File: src/rtl/tt_um_ascon_aead_dec.sv
// Byte-serial toy Ascon-style AEAD decryptor: 16 key bytes, 8 ciphertext bytes, optional 16-byte tag check.
// Latency: one plaintext byte per accepted ciphertext byte, registered (visible the cycle after sampling).
// Backpressure: none; data_valid=0 stalls the sequencer, abort returns to IDLE. Tag check gated by ASCON_DEC_TAG_CHECK_EN.
module tt_um_ascon_aead_dec (
  input  logic       clk,
  input  logic       rst_n,
  input  logic       ena,
  input  logic [7:0] ui_in,
  input  logic [7:0] uio_in,
  output logic [7:0] uo_out,
  output logic [7:0] uio_out,
  output logic [7:0] uio_oe
);

`ifdef ASCON_DEC_TAG_CHECK_EN
  typedef enum logic [1:0] {S_IDLE, S_KEY, S_CT, S_TAG} state_t;
`else
  typedef enum logic [1:0] {S_IDLE, S_KEY, S_CT} state_t;
`endif

  state_t     state_q, state_d;
  logic [3:0] cnt_q, cnt_d;
  logic [7:0] key_q, key_d;
  logic [7:0] last_ct_q, last_ct_d;
  logic [7:0] pt_q, pt_d;
  logic       pt_vld_q, pt_vld_d;
  logic       done_q, done_d;
  logic       ok_q, ok_d;
  logic       fail_q, fail_d;
`ifdef ASCON_DEC_TAG_CHECK_EN
  logic       mism_q, mism_d;
  logic       tag_bad;
`endif

  logic start, dat_vld, abort, busy;
  logic [7:0] mask;

  assign start   = uio_in[0];
  assign dat_vld = uio_in[1];
  assign abort   = uio_in[2];
  assign busy    = (state_q != S_IDLE);

  // Keystream mask selected by position within each 4-byte group
  always_comb begin
    mask = 8'h00;
    case (cnt_q[1:0])
      2'd0: mask = 8'h02;
      2'd1: mask = 8'h0F;
      2'd2: mask = 8'h0D;
      2'd3: mask = 8'h04;
      default: mask = 8'h00;
    endcase
  end

  // Sequencer next-state: abort wins over data, data_valid=0 freezes everything
  always_comb begin
    state_d   = state_q;
    cnt_d     = cnt_q;
    key_d     = key_q;
    last_ct_d = last_ct_q;
    pt_d      = pt_q;
    pt_vld_d  = 1'b0;
    done_d    = done_q;
    ok_d      = ok_q;
    fail_d    = fail_q;
`ifdef ASCON_DEC_TAG_CHECK_EN
    mism_d    = mism_q;
    tag_bad   = 1'b0;
`endif
    case (state_q)
      S_IDLE: begin
        if (start) begin
          state_d = S_KEY;
          cnt_d   = 4'd0;
          done_d  = 1'b0;
          ok_d    = 1'b0;
          fail_d  = 1'b0;
`ifdef ASCON_DEC_TAG_CHECK_EN
          mism_d  = 1'b0;
`endif
        end
      end
      S_KEY: begin
        if (abort) begin
          state_d = S_IDLE;
          cnt_d   = 4'd0;
          done_d  = 1'b0;
          ok_d    = 1'b0;
          fail_d  = 1'b0;
        end else if (dat_vld) begin
          key_d = ui_in;
          if (cnt_q == 4'd15) begin
            state_d = S_CT;
            cnt_d   = 4'd0;
          end else begin
            cnt_d = cnt_q + 4'd1;
          end
        end
      end
      S_CT: begin
        if (abort) begin
          state_d = S_IDLE;
          cnt_d   = 4'd0;
          done_d  = 1'b0;
          ok_d    = 1'b0;
          fail_d  = 1'b0;
        end else if (dat_vld) begin
          pt_d      = ui_in ^ key_q ^ mask ^ 8'h5A;
          last_ct_d = ui_in;
          pt_vld_d  = 1'b1;
          if (cnt_q == 4'd7) begin
            cnt_d = 4'd0;
`ifdef ASCON_DEC_TAG_CHECK_EN
            state_d = S_TAG;
`else
            state_d = S_IDLE;
            done_d  = 1'b1;
            ok_d    = 1'b0;
            fail_d  = 1'b0;
`endif
          end else begin
            cnt_d = cnt_q + 4'd1;
          end
        end
      end
`ifdef ASCON_DEC_TAG_CHECK_EN
      S_TAG: begin
        if (abort) begin
          state_d = S_IDLE;
          cnt_d   = 4'd0;
          done_d  = 1'b0;
          ok_d    = 1'b0;
          fail_d  = 1'b0;
        end else if (dat_vld) begin
          // Even positions expect last_ct^A5, odd positions expect last_ct itself
          tag_bad = (ui_in != (last_ct_q ^ (cnt_q[0] ? 8'h00 : 8'hA5)));
          mism_d  = mism_q | tag_bad;
          if (cnt_q == 4'd15) begin
            state_d = S_IDLE;
            cnt_d   = 4'd0;
            done_d  = 1'b1;
            ok_d    = ~(mism_q | tag_bad);
            fail_d  = mism_q | tag_bad;
          end else begin
            cnt_d = cnt_q + 4'd1;
          end
        end
      end
`endif
      default: state_d = S_IDLE;
    endcase
  end

  // State and datapath registers, cleared asynchronously
  always_ff @(posedge clk or negedge rst_n) begin
    if (!rst_n) begin
      state_q   <= S_IDLE;
      cnt_q     <= 4'd0;
      key_q     <= 8'h00;
      last_ct_q <= 8'h00;
      pt_q      <= 8'h00;
      pt_vld_q  <= 1'b0;
      done_q    <= 1'b0;
      ok_q      <= 1'b0;
      fail_q    <= 1'b0;
`ifdef ASCON_DEC_TAG_CHECK_EN
      mism_q    <= 1'b0;
`endif
    end else begin
      state_q   <= state_d;
      cnt_q     <= cnt_d;
      key_q     <= key_d;
      last_ct_q <= last_ct_d;
      pt_q      <= pt_d;
      pt_vld_q  <= pt_vld_d;
      done_q    <= done_d;
      ok_q      <= ok_d;
      fail_q    <= fail_d;
`ifdef ASCON_DEC_TAG_CHECK_EN
      mism_q    <= mism_d;
`endif
    end
  end

  assign uo_out  = pt_q;
  assign uio_out = {busy, fail_q, ok_q, done_q, pt_vld_q, 3'b000};
  assign uio_oe  = 8'hF8;

  // Inputs without function in this build
  wire unused_ins = &{1'b0, ena, uio_in[7:3]};
`ifndef ASCON_DEC_TAG_CHECK_EN
  wire unused_last_ct = ^last_ct_q;
`endif

endmodule

File: config.mk
export PLATFORM = sky130hd
export DESIGN_NAME = tt_um_ascon_aead_dec
export DESIGN_NICKNAME = d
export VERILOG_FILES = /design/src/rtl/tt_um_ascon_aead_dec.sv
export SDC_FILE = /design/constraint.sdc
export NUM_CORES = 1
export LEC_CHECK = 0
export CAP_MARGIN = 20
export CORE_MARGIN = 2
export CORE_UTILIZATION = 42
export DETAILED_ROUTE_END_ITERATION = 6
export HOLD_SLACK_MARGIN = 0.12
export PLACE_DENSITY = 0.76
export SYNTH_ARGS = -nofsm -noshare
export SYNTH_HDL_FRONTEND = slang
export SYNTH_SLANG_ARGS = --single-unit
File: constraint.sdc
create_clock -name clk -period 1.43 [get_ports clk]
set_input_delay 0.286 -clock clk [delete_from_list [all_inputs] [get_ports clk]]
set_output_delay 0.286 -clock clk [all_outputs]
set_load 0.02 [all_outputs]
==> summary.md <==
| Metric | Value |
|---|---|
| Run status | `finished with violations` |
| Violated checks | `setup timing` |
| Die area | `3820 um^2` |
| Largest area contributor in the netlist | `dfrtp_1` |
| Layout net count | `207` |
| Top-count cell post-synth | `dfrtp_1` |
| Commonest register cell after synthesis | `dfrtp_1` |
| Post-layout minimum cycle time | `1.62 ns` |
| Asr flop ratio synth | `1.00` |
| Power spent charging and discharging nets | `1.48 mW` |
| P&R area growth vs syn | `47.6%` |
| Combinational cell fraction of total power | `0.590` |
| Maximum level of the CTS H-tree | `1` |
| Antenna Nets Post-Route | `0` |
| Effective utilization at floorplan | `0.449` |
| Cell area after synthesis | `1400 um^2` |
| Sequential fraction of design power | `0.307` |
| Share of the clock period used by the worst path | `1.13` |
| Port-buffer cells | `23` |
| Max-cap check violation count | `0` |
| Fraction of power consumed by the clock network | `0.102` |
| Number of design rule violations left after detail routing | `0` |
| Share of Yosys cell area claimed by the top area cell type | `0.428` |
| Count of final hold-check violations | `0` |
| Remaining Overflow, GRT | `0` |
| Post-detailed-placement half-perimeter wirelength | `1820 um` |
| Number of buffers added by the clock tree synthesis step | `3` |
| Via count of the first global-routing pass | `1,069` |
| Via density per instance | `4.79` |
| Critical Setup Path Class | `reg -> reg` |
| Kind of end point of the critical path | `register` |
| Leading post-synthesis cells by cell area | `dfrtp_1 43%, buf_4 8.6%, ha_1 7.1%` |
| Final critical-path setup slack | `-0.191 ns` |
| Via count of the routed design | `1,069` |
| Setup slack of the most critical reg-to-reg path | `-0.19 ns` |
| Leakage power total | `0.986 nW` |
| Cell types with the highest counts after synthesis | `24 x dfrtp_1, 16 x buf_4, 13 x nand2_1, 13 x o21ai_0, 9 x inv_1` |
| Final wirelength | `3250 um` |
| CTS Sinks | `24` |
| Total power density per cell area | `1800 nW/um^2` |
| Register area share after synthesis | `0.428` |
| Iter 0 DRT Violations | `43` |
| Worst setup SP type | `register` |
| Mean Syn Cell Area | `10.5 um^2` |
| Pins Over Slew Limit | `0` |
| Clock skew after layout | `0.00306 ns` |
| Chip Width | `61.8 um` |
| Power Total | `3.73 mW` |
| Share of cells above drive strength 1 | `0.397` |
| Worst EP required | `1.66 ns` |
| Number of enable-type register cells in the synthesized netlist | `0` |
| Largest vdd supply drop | `978 uV` |
| Max Fclk | `617 MHz` |
| Count of cell types in the netlist | `32` |
| Detailed-router iteration count before antenna repair | `4` |
| Clock slew at the register clock pins of the worst setup and hold paths | `0.14 ns` |
| RSZ-0062 raised after global routing | `yes` |
| First-pass GRT wire length | `4530 um` |
| Max FO, Critical Path | `5` |
| Internal power | `2.26 mW` |
| Largest buffer count on any clock path | `2` |
| Antenna Diode Count | `0` |
| Number of placement rows | `20` |
| Total core area | `3130 um^2` |
| Flip-flop and latch count after synthesis | `24` |
| Sum Neg Setup Slack | `-2.01 ns` |
| CTS Root Buffer Type | `clkbuf_4` |
| Clock latency on the worst-skew pair | `0.33 ns` |
| Worst Path Arrival | `1.85 ns` |
| Area after detailed placement | `1760 um^2` |
| Final weighted congestion in routability-driven placement | `0.825` |
| Yosys warns | `0` |
| Summed area of non-filler cells in the final layout | `2070 um^2` |
| Number of antenna violations at the first check in global routing | `0` |
| Sw frac | `0.396` |
| Setup Viol. Count Final | `20` |
| Class of the most critical hold timing path | `in -> async` |
| Worst slack on hold paths | `0.306 ns` |
| GR Util All Layers | `0.162` |
| Synthesized netlist cell count | `134` |
| TritonCTS clock tree | `built` |
| Mean routed wirelength per cell | `14.6 um` |
| Die Y | `61.8 um` |
| Post-layout util | `0.662` |
| Pin count of the biggest net entering global routing | `25` |
| Ports placed on the boundary | `43` |
| # hold bufs at CTS | `0` |
-- layer usage --
layer | up-vias | track usage | wire length, um
met5 | - | 0 | 0
met4 | 0 | 0.0608 | 48
met3 | 7 | 0.0269 | 86
met2 | 27 | 0.313 | 1810
met1 | 530 | 0.173 | 1310
li1 | 505 | - | -
-- power by group through the flow --
stage / logic (mW) / clock network [mW] / registers (mW)
2_1_floorplan: 1.04 / 0 / 1.22
3_3_place_gp: 1.65 / 0 / 1.10
3_5_place_dp: 1.69 / 0 / 1.12
4_1_cts: 1.87 / 0.374 / 1.10
5_1_grt: 2.39 / 0.408 / 1.18
6_report: 2.20 / 0.382 / 1.15
-- area by class of cell --
| class | instances | area (um^2) |
|---|---|---|
| inverter | 9 | 36.3 |
| multi-input combinational | 95 | 878 |
| tap | 44 | 55.1 |
| timing repair buffer | 47 | 464 |
| fill | 240 | 1060 |
| clock buffer | 4 | 36.3 |
| sequential | 24 | 602 |
-- state kept, by name, summed over array words and instances, names as in the netlist --
register / flops
done_q: 1
uo_out: 8
pt_vld_q: 1
state_q: 2
cnt_q: 4
key_q: 8
-- critical path, cell delays in order, from the launching register on --
cell      delay (ns)
dfrtp_2         0.47
ha_4            0.20
and4bb_1        0.30
nor2_2          0.06
a21oi_2         0.18
mux2_4          0.32
-- path summary, 6_finish.rpt --
| check | depth (start not counted) | to | from |
|---|---|---|---|
| worst max-delay path | 5 | state_q[0] | state_q[0] |
| worst min-delay path | 2 | uo_out[7] | rst_n |
| worst max register to register | 5 | state_q[0] | state_q[0] |
| worst min register to register | 2 | uo_out[6] | uo_out[6] |
| max in group asynchronous | 2 | state_q[0] | rst_n |
| min in group clk | 2 | uo_out[6] | uo_out[6] |
-- what timing repair did --
item | CTS | global route
cloned | 0 | 2
endpoints found under the setup margin | 33 | 24
resized for setup | 33 | 34
pin swaps | 8 | 11
setup buffers | 4 | 4
-- layout by cell type, fill, tap and decap left out, types with 3 or more instances in the layout --
cell type        Yosys  layout
buf_4               16      15
buf_6                0       6
clkbuf_4             0       3
clkdlybuf4s50_1      0      12
conb_1               2      13
dfrtp_1             24      23
dlygate4sd2_1        0       9
ha_1                 8       3
ha_4                 0       5
inv_1                9       7
mux2_4               1       9
nand2_1             13       6
nand2_2              1       3
nand2_4              0       4
nor2_1               4       3
o21ai_1              0       6
o21ai_2              2       7
xnor2_1              8       7
xor2_1               4       4
-- cell families (layout without fill, tap and decap cells) --
logic type               after synthesis  after routing  share of synthesized area
buffers and inverters                 26             60                      0.113
flip-flops                            24             24                      0.428
AND/OR/NAND/NOR                       28             28                      0.101
multiplexers                          10             10                     0.0820
XOR/XNOR                              12             12                     0.0749
adder cells (fa/ha/maj)                8              8                     0.0713
other                                  2             13                    0.00535
AO/OA/AOI/OAI                         24             24                      0.125
-- stage by stage --
stage | setup WS [ns] | instances
after CTS | -0.164 | 217
after floorplan | -0.0759 | 145
final | -0.191 | 223
after global placement | -0.260 | 209
after global routing | -0.222 | 223
after detailed placement | -0.299 | 209
Note: power is estimated with default switching activity, not from simulation.
==> variant 1: new RTL, config.mk and constraints unchanged <==
Put a register stage on the output `uio_out`, cleared by the reset. The value now appears one clock later. The other outputs are not delayed to match.
--- a/src/rtl/tt_um_ascon_aead_dec.sv
+++ b/src/rtl/tt_um_ascon_aead_dec.sv
@@ -185,3 +185,9 @@
   assign uo_out  = pt_q;
-  assign uio_out = {busy, fail_q, ok_q, done_q, pt_vld_q, 3'b000};
+  always_ff @(posedge clk or negedge rst_n) begin
+    if (!rst_n) begin
+      uio_out <= '0;
+    end else begin
+      uio_out <= {busy, fail_q, ok_q, done_q, pt_vld_q, 3'b000};
+    end
+  end
   assign uio_oe  = 8'hF8;
Behaviour: not the same (a bounded check fails within 4 cycles, from zero or initial values and one cycle with rst_n low).
==> variant 1 against the unedited design <==
The run still ends with negative setup slack left; cell area shrank 1.0%; critical path depth grew 1; highest routed layer unchanged; sequential cell count is 3 higher; clock power fell by 10%; total power increased by 2.6%; synthesized area up 3.3%; utilization shrank 4.8 points; wire length decreased by 9.8%; setup slack improved by 0.015 ns; first-iteration DRC count fell by 12%; die area grew 3.1%; non-clock buffer count up 1; global-route usage fell by 1.1 points; sequential power is 9% higher.
==> variant 1: results (changes against the unedited design) <==
Crit Reg-Reg Startpoint - state_q[1]
final net count - 213 (+2.9%)
global-route wire length before repair - 4.72 mm (+4.1%)
slowest stage cell, crit path - sky130_fd_sc_hd__dfrtp_1
xor and xnor fraction of the mapped netlist area - 7.25% (-0.24 points)
final-report setup violation count - 7 (-65%)
share of cell area taken by muxes after synthesis - 7.25% (-0.95 points)
outcome - complete, but fails checks
critical-path maximum fanout - 3 (-2)
number of DRC markers after the initial detailed-route iteration - 38 (-12%)
fraction of layout cells with a size suffix above 1 - 35.1% (-4.5 points)
Filler Cell Count - 289 (+20%)
multi-input gate count - 98 (+3.2%)
dominant delay contributor by cell family on the critical path - compound AO/OA/AOI/OAI gates
most instantiated cells after synthesis - sky130_fd_sc_hd__dfrtp_1, sky130_fd_sc_hd__buf_4, sky130_fd_sc_hd__nand2_1
number of clock-tree buffers in the layout - 3 (-1)
complex-gate fraction of the synthesized area - 10.7% (-1.8 points)
routed vias - 1097 (+2.6%)
Worst Setup Slack post-DPL - -0.279 ns (+0.0207 ns)
largest net degree at the start of global routing - 28 (+12%)
register bit total from synthesis - 27 (+13%)
area occupied by multi-input gates - 808 µm² (-8.0%)
post-synthesis sequential area ratio - 46.6% (+3.8 points)
multi-input combinational area share - 39.4% (-3.0 points)
fraction of power consumed by the clock network - 9.0% (-1.2 points)
placement-stage cell area - 0.00180 mm² (+2.2%)
clock-cell share of area - 1.46% (-0.29 points)
Max rail drop VDD - 1.25 mV (+28%)
smallest setup slack after layout - -0.176 ns (+0.0148 ns)
total wirelength of the detailed-routed design - 2.93 mm (-9.8%)
cells taking the most area after synthesis - sky130_fd_sc_hd__dfrtp_1, sky130_fd_sc_hd__buf_4, sky130_fd_sc_hd__ha_1, sky130_fd_sc_hd__mux2_2, sky130_fd_sc_hd__xnor2_1
number of cells upsized or downsized after cts - 25 (-24%)
HPWL after detailed placement - 2.00 mm (+9.9%)
violations in the final reports - negative setup slack
Max stage delay on crit path - 0.44 ns (-0.03 ns)
switching power - 1460 µW (-1.4%)
count of plain and timing-repair buffers in the layout - 48 (+2.1%)
mean area per synthesized cell - 10.6 µm² (+1.0%)
overall routing resource usage - 15.0% (-1.1 points)
buffer share of cell area - 21.6% (-0.80 points)
final total negative setup slack - -0.728 ns (+1.28 ns)
Leakage Power - 0.000953 µW (-3.4%)
RePlAce Congestion - 0.817 (-1.0%)
Clock Skew - 0.00541 ns (+0.00235 ns)
count of inverters other than clock inverters in the layout - 8 (-1)
length in cells of the worst reg-to-reg path - 6 (+1)
-- variant 1: worst max path at each step --
stage	slack, ns	depth (start not counted)	to	startpoint
global placement	-0.26	5	state_q[0]	uio_in[2]
CTS	-0.18	6	state_q[0]	state_q[0]
floorplan	-0.12	6	state_q[0]	state_q[1]
finish	-0.18	6	state_q[0]	state_q[1]
global route	-0.22	6	state_q[0]	state_q[1]
detailed placement	-0.28	4	key_q[4]	uio_in[2]
-- variant 1: routing by layer --
| metal | GRT usage [%] | up-vias | part of all wire, % |
|---|---|---|---|
| li1 | - | 533 | - |
| met2 | 28.2 | 38 | 50 |
| met5 | 0 | - | 0 |
| met3 | 4.14 | 11 | 5.1 |
| met4 | 6.11 | 0 | 3.1 |
| met1 | 15.7 | 515 | 42 |
-- variant 1: through the flow --
step                cells  hold slack [ns]  total power [µW]
global placement      218            0.334              2940
detailed placement    218            0.339              3020
CTS                   226            0.315              3580
floorplan             148         -0.00959              2370
global route          231            0.346              4090
finish                231            0.310              3830
==> variant 2: new RTL, same flow settings <==
Without the edit above. The option `ASCON_DEC_TAG_CHECK_EN` is turned on by a define.
--- a/src/rtl/tt_um_ascon_aead_dec.sv
+++ b/src/rtl/tt_um_ascon_aead_dec.sv
@@ -3,2 +3,4 @@
 // Backpressure: none; data_valid=0 stalls the sequencer, abort returns to IDLE. Tag check gated by ASCON_DEC_TAG_CHECK_EN.
+`define ASCON_DEC_TAG_CHECK_EN
+
 module tt_um_ascon_aead_dec (
Behaviour: same outputs for any inputs over 10 cycles, from zero or initial values and one cycle with rst_n low; that may be too few to reach the edited logic, so the function may still have changed.
==> variant 2 against the unedited design <==
The run still ends with negative setup slack left; global-route usage grew 0.98 points; total power grew 42%; setup slack worse by 0.12 ns; wire length is 31% higher; synthesized area increased by 40%; sequential cell count is 11 higher; cell area grew 37%; die area increased by 37%.
==> variant 2: results (changes against the unedited design) <==
clock tree root buffer cell - sky130_fd_sc_hd__clkbuf_8
overall routing resource usage - 17.1% (+0.98 points)
slowest stage cell, crit path - sky130_fd_sc_hd__dfrtp_1
number of cells upsized or downsized after cts - 35 (+6.1%)
routed wirelength normalized by instance count - 13.8 µm (-5.4%)
number of clock-tree buffers in the layout - 6 (+2)
Clock Skew - 0.00792 ns (+0.00486 ns)
buffer share of cell area - 22.6% (+0.19 points)
count of inverters other than clock inverters in the layout - 11 (+2)
# placed instances - 291 (+39%)
Max rail drop VDD - 0.759 mV (-22%)
smallest setup slack after layout - -0.312 ns (-0.121 ns)
routed length on met2 - 2.14 mm (+18%)
final-report setup violation count - 24 (+20%)
global routing usage on met3 - 4.44% (+1.8 points)
register bit total from synthesis - 35 (+46%)
HPWL after detailed placement - 2.83 mm (+55%)
number of H-tree branching levels - 2 (+1)
routed vias - 1560 (+46%)
outcome - complete, but fails checks
violations in the final reports - negative setup slack
total wirelength of the detailed-routed design - 4.26 mm (+31%)
Cells after Synth - 191 (+43%)
IO buf count - 25 (+8.7%)
global-route wire length before repair - 6.96 mm (+54%)
number of distinct library cells after synthesis - 35 (+9.4%)
RePlAce Congestion - 0.867 (+5.0%)
multi-input gate count - 133 (+40%)
most instantiated cells after synthesis - sky130_fd_sc_hd__dfrtp_1, sky130_fd_sc_hd__nand2_1, sky130_fd_sc_hd__buf_4, sky130_fd_sc_hd__mux2_2, sky130_fd_sc_hd__o21ai_0
placement-stage cell area - 0.00252 mm² (+43%)
number of DRC markers after the initial detailed-route iteration - 126 (+190%)
final net count - 283 (+37%)
post-CTS setup buffer count - 5 (+1)
multi-input combinational area share - 39.6% (-2.8 points)
Leakage Power - 0.00137 µW (+39%)
Filler Cell Count - 338 (+41%)
critical-path maximum fanout - 3 (-2)
Cell Pwr Density - 1880 mW/mm² (+4.2%)
cells taking the most area after synthesis - sky130_fd_sc_hd__dfrtp_1, sky130_fd_sc_hd__mux2_2, sky130_fd_sc_hd__buf_4, sky130_fd_sc_hd__xnor2_1, sky130_fd_sc_hd__ha_1
count of plain and timing-repair buffers in the layout - 70 (+49%)
final total negative setup slack - -3.98 ns (-1.97 ns)
post-synthesis sequential area ratio - 44.6% (+1.9 points)
grt met1 use - 20.1% (+2.7 points)
largest net degree at the start of global routing - 36 (+44%)
length in cells of the worst reg-to-reg path - 6 (+1)
post-route met1 wirelength - 1.83 mm (+40%)
arrival time reported for the critical path endpoint - 1.93 ns (+0.08 ns)
clock-pin slew of the registers on the worst-case setup and hold paths - 0.07 ns (-0.07 ns)
-- variant 2: cell count changes after synthesis, sizes merged, moves of 3 or more --
cell	change
xnor2	+5
dfrtp	+11
nor3	+3
nor2b	+3
nand2	+4
a21oi	+5
mux2	+7
clkbuf	+4
-- variant 2: kinds of logic (layout without fill, tap and decap cells) --
| family | Yosys count | in the layout | synth area share [%] |
|---|---|---|---|
| XOR/XNOR | 19 | 19 | 8.48 |
| AO/OA/AOI/OAI | 34 | 34 | 10.4 |
| AND/OR/NAND/NOR | 43 | 43 | 11.1 |
| buffers and inverters | 32 | 89 | 9.69 |
| other | 2 | 11 | 0.383 |
| flip-flops | 35 | 35 | 44.6 |
| adder cells (fa/ha/maj) | 8 | 8 | 5.10 |
| multiplexers | 18 | 18 | 10.2 |
-- variant 2: power breakdown --
part	switching (µW)	internal, µW
registers	272	1380
clock network	352	340
logic	1370	1600
